===== src/rtl/multicycle_controller_if.sv =====
// multicycle_controller_if: decode inputs and control strobes between controller and datapath
// master: controller side (receives instruction fields/flags, drives control)
// slave : datapath side (drives instruction fields/flags, receives control)
interface multicycle_controller_if;
  logic [6:0] op_6_0;
  logic [2:0] funct3;
  logic       funct7_5;
  logic       zero_flag;
  logic       mem_ready;
  logic       pc_write;
  logic       adr_src;
  logic       mem_req;
  logic       mem_write;
  logic       ir_write;
  logic [1:0] result_src;
  logic [1:0] alu_src_a;
  logic [1:0] alu_src_b;
  logic [1:0] imm_src;
  logic       reg_write;
  logic [2:0] alu_control;
  logic       illegal_instr;
  logic       instr_done;
  modport master (
    input  op_6_0, funct3, funct7_5, zero_flag, mem_ready,
    output pc_write, adr_src, mem_req, mem_write, ir_write, result_src,
           alu_src_a, alu_src_b, imm_src, reg_write, alu_control,
           illegal_instr, instr_done
  );
  modport slave (
    output op_6_0, funct3, funct7_5, zero_flag, mem_ready,
    input  pc_write, adr_src, mem_req, mem_write, ir_write, result_src,
           alu_src_a, alu_src_b, imm_src, reg_write, alu_control,
           illegal_instr, instr_done
  );
endinterface


===== src/rtl/multicycle_controller.sv =====
// multicycle_controller: multicycle RISC-V control FSM (load/store/R/I/beq/jal)
// clk   : sole clock, rising edge
// rst_n : asynchronous active-low reset, forces FETCH
// ctl   : master side of multicycle_controller_if (decode inputs in, control strobes out)
module multicycle_controller (
  input logic clk,
  input logic rst_n,
  multicycle_controller_if.master ctl
);
  typedef enum logic [3:0] {
    FETCH, DECODE, MEMADR, MEMREAD, MEMWB, MEMWRITE,
    EXECUTER, EXECUTEI, ALUWB, BEQ, JAL
  } state_t;
  state_t state, next;
  logic [2:0] alu_op;
  logic       is_store;
  assign is_store = ctl.op_6_0[5];
  // sub only for R-type (op bit 5 set); addi with instr[30]=1 stays add
  assign alu_op = ctl.funct3 == 3'b000 ? ((ctl.op_6_0[5] & ctl.funct7_5) ? 3'b001 : 3'b000) :
                  ctl.funct3 == 3'b010 ? 3'b101 :
                  ctl.funct3 == 3'b110 ? 3'b011 :
                  ctl.funct3 == 3'b111 ? 3'b010 : 3'b000;
  always_ff @(posedge clk or negedge rst_n)
    if (!rst_n) state <= FETCH;
    else state <= next;
  always_comb begin
    next              = state;
    ctl.pc_write      = 1'b0;
    ctl.adr_src       = 1'b0;
    ctl.mem_req       = 1'b0;
    ctl.mem_write     = 1'b0;
    ctl.ir_write      = 1'b0;
    ctl.result_src    = 2'b00;
    ctl.alu_src_a     = 2'b00;
    ctl.alu_src_b     = 2'b00;
    ctl.imm_src       = 2'b00;
    ctl.reg_write     = 1'b0;
    ctl.alu_control   = 3'b000;
    ctl.illegal_instr = 1'b0;
    ctl.instr_done    = 1'b0;
    case (state)
      FETCH: begin
        ctl.mem_req    = 1'b1;
        ctl.alu_src_b  = 2'b10;
        ctl.result_src = 2'b10;
        // held in reset the fetch must not load PC/IR even if memory answers
        ctl.ir_write   = ctl.mem_ready & rst_n;
        ctl.pc_write   = ctl.mem_ready & rst_n;
        next           = ctl.mem_ready ? DECODE : FETCH;
      end
      DECODE: begin
        ctl.alu_src_a = 2'b01;
        ctl.alu_src_b = 2'b01;
        ctl.imm_src   = 2'b10;
        case (ctl.op_6_0)
          7'b0000011, 7'b0100011: next = MEMADR;
          7'b0110011:             next = EXECUTER;
          7'b0010011:             next = EXECUTEI;
          7'b1100011:             next = BEQ;
          7'b1101111:             next = JAL;
          default: begin
            next              = FETCH;
            ctl.illegal_instr = 1'b1;
          end
        endcase
      end
      MEMADR: begin
        ctl.alu_src_a = 2'b10;
        ctl.alu_src_b = 2'b01;
        ctl.imm_src   = is_store ? 2'b01 : 2'b00;
        next          = is_store ? MEMWRITE : MEMREAD;
      end
      MEMREAD: begin
        ctl.mem_req = 1'b1;
        ctl.adr_src = 1'b1;
        next        = ctl.mem_ready ? MEMWB : MEMREAD;
      end
      MEMWB: begin
        ctl.result_src = 2'b01;
        ctl.reg_write  = 1'b1;
        ctl.instr_done = 1'b1;
        next           = FETCH;
      end
      MEMWRITE: begin
        ctl.mem_req    = 1'b1;
        ctl.mem_write  = 1'b1;
        ctl.adr_src    = 1'b1;
        ctl.instr_done = ctl.mem_ready;
        next           = ctl.mem_ready ? FETCH : MEMWRITE;
      end
      EXECUTER: begin
        ctl.alu_src_a   = 2'b10;
        ctl.alu_control = alu_op;
        next            = ALUWB;
      end
      EXECUTEI: begin
        ctl.alu_src_a   = 2'b10;
        ctl.alu_src_b   = 2'b01;
        ctl.alu_control = alu_op;
        next            = ALUWB;
      end
      ALUWB: begin
        ctl.reg_write  = 1'b1;
        ctl.instr_done = 1'b1;
        next           = FETCH;
      end
      BEQ: begin
        ctl.alu_src_a   = 2'b10;
        ctl.alu_control = 3'b001;
        ctl.pc_write    = ctl.zero_flag;
        ctl.instr_done  = 1'b1;
        next            = FETCH;
      end
      JAL: begin
        ctl.alu_src_a = 2'b01;
        ctl.alu_src_b = 2'b10;
        ctl.pc_write  = 1'b1;
        next          = ALUWB;
      end
      default: next = FETCH;
    endcase
  end
endmodule


===== src/flat_wrapper.sv =====
// flat-port wrapper written by rule: the top's interface ports become plain ports
module multicycle_controller_flat 
  (clk, rst_n, ctl_op_6_0, ctl_funct3, ctl_funct7_5, ctl_zero_flag, ctl_mem_ready, ctl_pc_write, ctl_adr_src, ctl_mem_req, ctl_mem_write, ctl_ir_write, ctl_result_src, ctl_alu_src_a, ctl_alu_src_b, ctl_imm_src, ctl_reg_write, ctl_alu_control, ctl_illegal_instr, ctl_instr_done);
  multicycle_controller_if ctl_i ();
  input logic clk;
  input logic rst_n;
  input wire logic [$bits(ctl_i.op_6_0)-1:0] ctl_op_6_0;
  input wire logic [$bits(ctl_i.funct3)-1:0] ctl_funct3;
  input wire logic [$bits(ctl_i.funct7_5)-1:0] ctl_funct7_5;
  input wire logic [$bits(ctl_i.zero_flag)-1:0] ctl_zero_flag;
  input wire logic [$bits(ctl_i.mem_ready)-1:0] ctl_mem_ready;
  output wire logic [$bits(ctl_i.pc_write)-1:0] ctl_pc_write;
  output wire logic [$bits(ctl_i.adr_src)-1:0] ctl_adr_src;
  output wire logic [$bits(ctl_i.mem_req)-1:0] ctl_mem_req;
  output wire logic [$bits(ctl_i.mem_write)-1:0] ctl_mem_write;
  output wire logic [$bits(ctl_i.ir_write)-1:0] ctl_ir_write;
  output wire logic [$bits(ctl_i.result_src)-1:0] ctl_result_src;
  output wire logic [$bits(ctl_i.alu_src_a)-1:0] ctl_alu_src_a;
  output wire logic [$bits(ctl_i.alu_src_b)-1:0] ctl_alu_src_b;
  output wire logic [$bits(ctl_i.imm_src)-1:0] ctl_imm_src;
  output wire logic [$bits(ctl_i.reg_write)-1:0] ctl_reg_write;
  output wire logic [$bits(ctl_i.alu_control)-1:0] ctl_alu_control;
  output wire logic [$bits(ctl_i.illegal_instr)-1:0] ctl_illegal_instr;
  output wire logic [$bits(ctl_i.instr_done)-1:0] ctl_instr_done;
  assign ctl_i.op_6_0 = ctl_op_6_0;
  assign ctl_i.funct3 = ctl_funct3;
  assign ctl_i.funct7_5 = ctl_funct7_5;
  assign ctl_i.zero_flag = ctl_zero_flag;
  assign ctl_i.mem_ready = ctl_mem_ready;
  assign ctl_pc_write = ctl_i.pc_write;
  assign ctl_adr_src = ctl_i.adr_src;
  assign ctl_mem_req = ctl_i.mem_req;
  assign ctl_mem_write = ctl_i.mem_write;
  assign ctl_ir_write = ctl_i.ir_write;
  assign ctl_result_src = ctl_i.result_src;
  assign ctl_alu_src_a = ctl_i.alu_src_a;
  assign ctl_alu_src_b = ctl_i.alu_src_b;
  assign ctl_imm_src = ctl_i.imm_src;
  assign ctl_reg_write = ctl_i.reg_write;
  assign ctl_alu_control = ctl_i.alu_control;
  assign ctl_illegal_instr = ctl_i.illegal_instr;
  assign ctl_instr_done = ctl_i.instr_done;
  multicycle_controller u_core (.clk(clk), .rst_n(rst_n), .ctl(ctl_i));
endmodule

===== config.mk =====
export PLATFORM = sky130hd
export DESIGN_NAME = multicycle_controller_flat
export DESIGN_NICKNAME = d
export VERILOG_FILES = /design/src/rtl/multicycle_controller_if.sv /design/src/rtl/multicycle_controller.sv /design/src/flat_wrapper.sv
export SDC_FILE = /design/constraint.sdc
export NUM_CORES = 1
export LEC_CHECK = 0
export BUFFER_PORTS_ARGS = -buffer_cell sky130_fd_sc_hd__buf_4
export CAP_MARGIN = 20
export CORE_MARGIN = 2
export CORE_UTILIZATION = 40
export CTS_BUF_LIST = sky130_fd_sc_hd__clkbuf_2
export CTS_CLUSTER_DIAMETER = 80
export DETAILED_ROUTE_END_ITERATION = 10
export PLACE_DENSITY = 0.75
export REMOVE_ABC_BUFFERS = 1
export SLEW_MARGIN = 20
export SYNTH_ARGS = -nofsm -noshare
export SYNTH_HDL_FRONTEND = slang
export SYNTH_SLANG_ARGS = --single-unit

===== constraint.sdc =====
create_clock -name clk -period 5 [get_ports clk]
set_clock_uncertainty 0.15 [all_clocks]
set_input_delay 0.75 -clock clk [delete_from_list [all_inputs] [get_ports clk]]
set_output_delay 0.75 -clock clk [all_outputs]
set_load 0.05 [all_outputs]

After elaboration in Yosys (flattened, before gate mapping) --
Index checks and enable logic that the tools add are counted.
Storage, ports and cells: register bits after elaboration 4, input port bits 15, output and inout port bits 19, logic and storage cells 62
Cells by class: equal/unequal tests 19, mux-type cells 26, bitwise gates (word level) 2, reductions and logical operators 14
Operators by type and width (count):
- one-hot mux 4 bit (6 select lines) | 1
- one-hot mux 4 bit (5 select lines) | 1
- two-way mux 3 bit | 6
- equality test 4 x 3 -> 1 bit, second input constant | 4
- one-hot mux 2 bit (2 select lines) | 4
- equality test 7 x 6 -> 1 bit, second input constant | 2
- equality test 7 bit, second input constant | 2
- equality test 4 bit, second input constant | 3
- OR reduction 2 bit | 6
- OR reduction 3 bit | 4
- two-way mux 1 bit | 10
- equality test 4 x 2 -> 1 bit, second input constant | 2
- equality test 7 x 2 -> 1 bit, second input constant | 1
- equality test 7 x 5 -> 1 bit, second input constant | 1
- equality test 3 bit, second input constant | 2
- one-hot mux 3 bit (2 select lines) | 1
- OR reduction 6 bit | 1
- equality test 4 x 1 -> 1 bit, second input constant | 1
- zero test 4 bit | 1
- OR reduction 4 bit | 1
- equality test 3 x 2 -> 1 bit, second input constant | 1
- zero test 3 bit | 1
- one-hot mux 1 bit (3 select lines) | 1
- AND 1 bit | 2
- other kinds (2) | 2

Depth between registers and ports, before layout --
depth in word-level cells 6, gate-level depth with buffers 4, gate-level depth less buffers 3

Least setup slack after synthesis --
Ideal clock, no wire load.
path type register to output, start point register u_core.state[1], end point output ctl_pc_write, arrival 3243 ps, required time 4100 ps, setup slack 857 ps, cell stages (with the launch flop) 5, path buffers 1, cells stage by stage dfrtp_1 buf_6 nor4_1 and3_1 o21bai_1
Between the ends: cells in the longest elaborated chain, start to end 2, elaborated cells between the ends (all ways) 4, classes of those cells eq/ne (2); mux (1); reduce/logical (1)
Ends and longest elaborated chain:
- start, declared | line multicycle_controller.sv:14 | state_t state, next;
- start signal, assigned | line multicycle_controller.sv:25 | else state <= next;
- equality test 4 bit or zero test 4 bit (tied branches) | line multicycle_controller.sv:41 | case (state)
- one-hot mux 1 bit (3 select lines) * | line multicycle_controller.sv:41
- end, declared | line flat_wrapper.sv:12 | output wire logic [$bits(ctl_i.pc_write)-1:0] ctl_pc_write;
Every way passes the cells marked *; elsewhere a longest branch is shown, timed or not.

Final worst setup path --
Same ends and word-level chain as after synthesis.

==> metrics.txt <==
vias in the first global route 552; Detail Route Antenna Nets 0; hold-fix buffers at CTS 0; Reg power frac 0.247; Overall Global Routing Usage 0.1837; worst-path maximum fanout 19; fmax 0.3616 GHz; Total Neg Setup Slack 0 ns; final slew viol count 0; CP Class reg2out; post-layout minimum cycle time 2.766 ns; final setup fails 0; clock root cell clkbuf_2; setup bufs post-CTS 0; post-synthesis instance total 75; max FFs per register 4; Cell Pwr Density 199.9 mW/mm²; Final HPWL DP 1102 µm; Buffers on Ports 33; nets@finish 123; later-pin clock latency in the skew report 0.21 ns; sequential area share after synthesis 0.1818; clock network power share 0.182; warnings from Yosys 0; Pint 0.00008342 W; Chip Width 41.10 µm; Combinational Power Share 0.572; row count 13; Setup WS post-layout 2.234 ns; Hold Fails Final Rpt 0; clock sinks 4; Top reg by flops u_core.state; Yosys cell types 36; DRT Pass-1 Iters 4; mapped cell area 550.5 µm²; global-route wire length before repair 2132 µm; total CTS buffers 3; vias post-DR 664; crit start category flop; sw power 0.00007738 W; Filler Cell Count 138; crit end category primary output; Core Region 0.001301 mm²; pin count of the biggest net entering global routing 20; status completed; max_cap viols 0; GR Overflow Total 0; clk buf depth 2; num ports 34; Worst path max stage delay 0.59 ns; switching share of power 0.4812; Syn-to-layout area delta 46.14%; Hold Path Class in2async; Synth Register Bits 4; H-tree Lvls 1; biggest regs u_core.state: 4 flops; area occupied by registers 100.1 µm²; Antenna diodes 0; clock-pin transition on the worst setup and hold timing paths 0.05 ns; critical path, cell by cell nor4_1 -> and3_1 -> o21bai_1 -> buf_4; critical path arrival 1.87 ns; Placement Setup Slack 2.307 ns; Die Height 41.10 µm; WL/cell 12.09 µm; Starting DRT DRC Count 4; RSZ-0062 raised after global routing false; Initial Util 0.4231; CTS tree yes; DRC viols 0; final worst path period share 0.5531; relative max-transition margin 0.6138; CP required 4.10 ns; Mean Syn Cell Area 7.340 µm²; Pleak 0.3931 nW; vias per cell 5.488; share of cells above drive strength 1 0.3868; WL final 1463 µm; Max VDD drop 0.1322 mV; Die Area 0.001689 mm²; gp weighted congestion 0.7565; worst slew pin tran 0.5794 ns; initial antenna violation count 0; Resized cells post-CTS 0; area of the multi-input gates 404.1 µm²; slowest CP cell dfrtp_1
## cells by family (layout without fill, tap and decap cells)
group / after synthesis / in the layout / share of synthesized area
flip-flops: 4 / 4 / 0.1818
AO/OA/AOI/OAI: 19 / 19 / 0.2637
AND/OR/NAND/NOR: 37 / 37 / 0.3864
buffers and inverters: 10 / 41 / 0.08408
multiplexers: 2 / 2 / 0.03637
XOR/XNOR: 3 / 3 / 0.04774
## stage by stage
stage               hold WS, ns  total power, W  instances  instance area, µm²  utilization
floorplan                0.3044       0.0001003         70               523.0            -
global placement         0.3998       0.0001312        118               789.5       0.6067
detailed placement       0.4018       0.0001322        118               789.5       0.6067
CTS                      0.1730       0.0001626        121               804.5       0.6183
global route             0.1785       0.0001688        121               804.5       0.6183
finish                   0.1814       0.0001608        121               804.5       0.6183
## layer usage
layer / vias to the layer above / GRT usage / share of wire
met1: 296 / 0.2131 / 0.43
met3: 2 / 0.01630 / 0.081
met5: - / 0 / 0
li1: 339 / - / -
met2: 27 / 0.3477 / 0.48
met4: 0 / 0.05645 / 0.012
## cell usage in the layout (no fill, tap or decap), types with 2 or more instances in the layout
cell and count:
mux2i_1 2, nor4_1 2, o32ai_1 3, clkbuf_2 3, nand2b_1 5, nor2b_1 2, o21ai_0 2, buf_4 33
nand2_1 5, inv_1 5, or2_2 2, o22ai_1 2, nor3_1 5, a31oi_1 2, dfrtp_1 4, xor2_1 2
a21oi_1 2, a211oi_1 2, and3_1 2, nor2_1 7
## layout make-up
cell class                 instances  share of cell area
clock buffer                       3             0.01866
inverter                           5             0.02333
multi-input combinational         61              0.5023
sequential                         4              0.1244
tap                               15             0.02333
timing repair buffer              33              0.3079
## critical path, delay by kind of cell, from the launching register on
family / cells / cell delay (ns)
buffers and inverters: 1 / 0.22
AND/OR/NAND/NOR: 2 / 0.73
AO/OA/AOI/OAI: 1 / 0.12
flip-flops: 1 / 0.59
## path summary, 6_finish.rpt
| kind | from | endpoint | slack, ns | depth (start not counted) |
|---|---|---|---|---|
| worst min-delay path | rst_n | u_core.state[2]$_DFF_PN0_ | 0.18 | 1 |
| worst min register to register | u_core.state[3]$_DFF_PN0_ | u_core.state[2]$_DFF_PN0_ | 0.58 | 1 |
| worst max-delay path | u_core.state[1]$_DFF_PN0_ | ctl_pc_write | 2.23 | 4 |
| worst max register to register | u_core.state[1]$_DFF_PN0_ | u_core.state[2]$_DFF_PN0_ | 3.12 | 3 |
| max in group asynchronous | rst_n | u_core.state[0]$_DFF_PN0_ | 4.41 | 1 |
| min in group clk | u_core.state[3]$_DFF_PN0_ | u_core.state[2]$_DFF_PN0_ | 0.58 | 1 |
## Yosys cell counts
master	count	area, µm²
o21ba_2	1	10.01
buf_1	2	7.510
nor2_1	7	26.28
or4b_4	1	13.76
xnor2_1	1	8.760
a31oi_1	2	12.51
nand2b_1	5	31.28
and2b_1	1	7.510
o22ai_1	2	12.51
nor4bb_1	1	10.01
nand3_1	1	5.000
o32ai_1	3	26.28
nor3_1	5	25.02
clkbuf_1	1	3.750
nand2_1	5	18.77
nor2b_1	2	12.51
a21o_1	1	7.510
nor4_1	2	12.51
a21oi_1	2	10.01
or2_1	1	6.260
buf_2	1	5.000
o21bai_1	1	7.510
and3_1	2	12.51
buf_6	1	11.26
or2_2	2	12.51
a32o_1	1	10.01
o21ai_0	2	10.01
xor2_1	2	17.52
o32ai_2	1	16.27
nand3b_1	1	7.510
a21boi_0	1	7.510
or4bb_1	1	11.26
mux2i_1	2	20.02
dfrtp_1	4	100.1
a211oi_1	2	15.01
inv_1	5	18.77
## power groups by stage
stage / registers [W] / logic (W) / clock network [W]
finish: 0.0000397 / 0.0000919 / 0.0000292
global route: 0.0000402 / 0.0000977 / 0.0000308
CTS: 0.0000396 / 0.0000924 / 0.0000305
detailed placement: 0.0000401 / 0.0000921 / 0
global placement: 0.0000400 / 0.0000912 / 0
floorplan: 0.0000385 / 0.0000617 / 0
(Power assumes the default switching activity.)
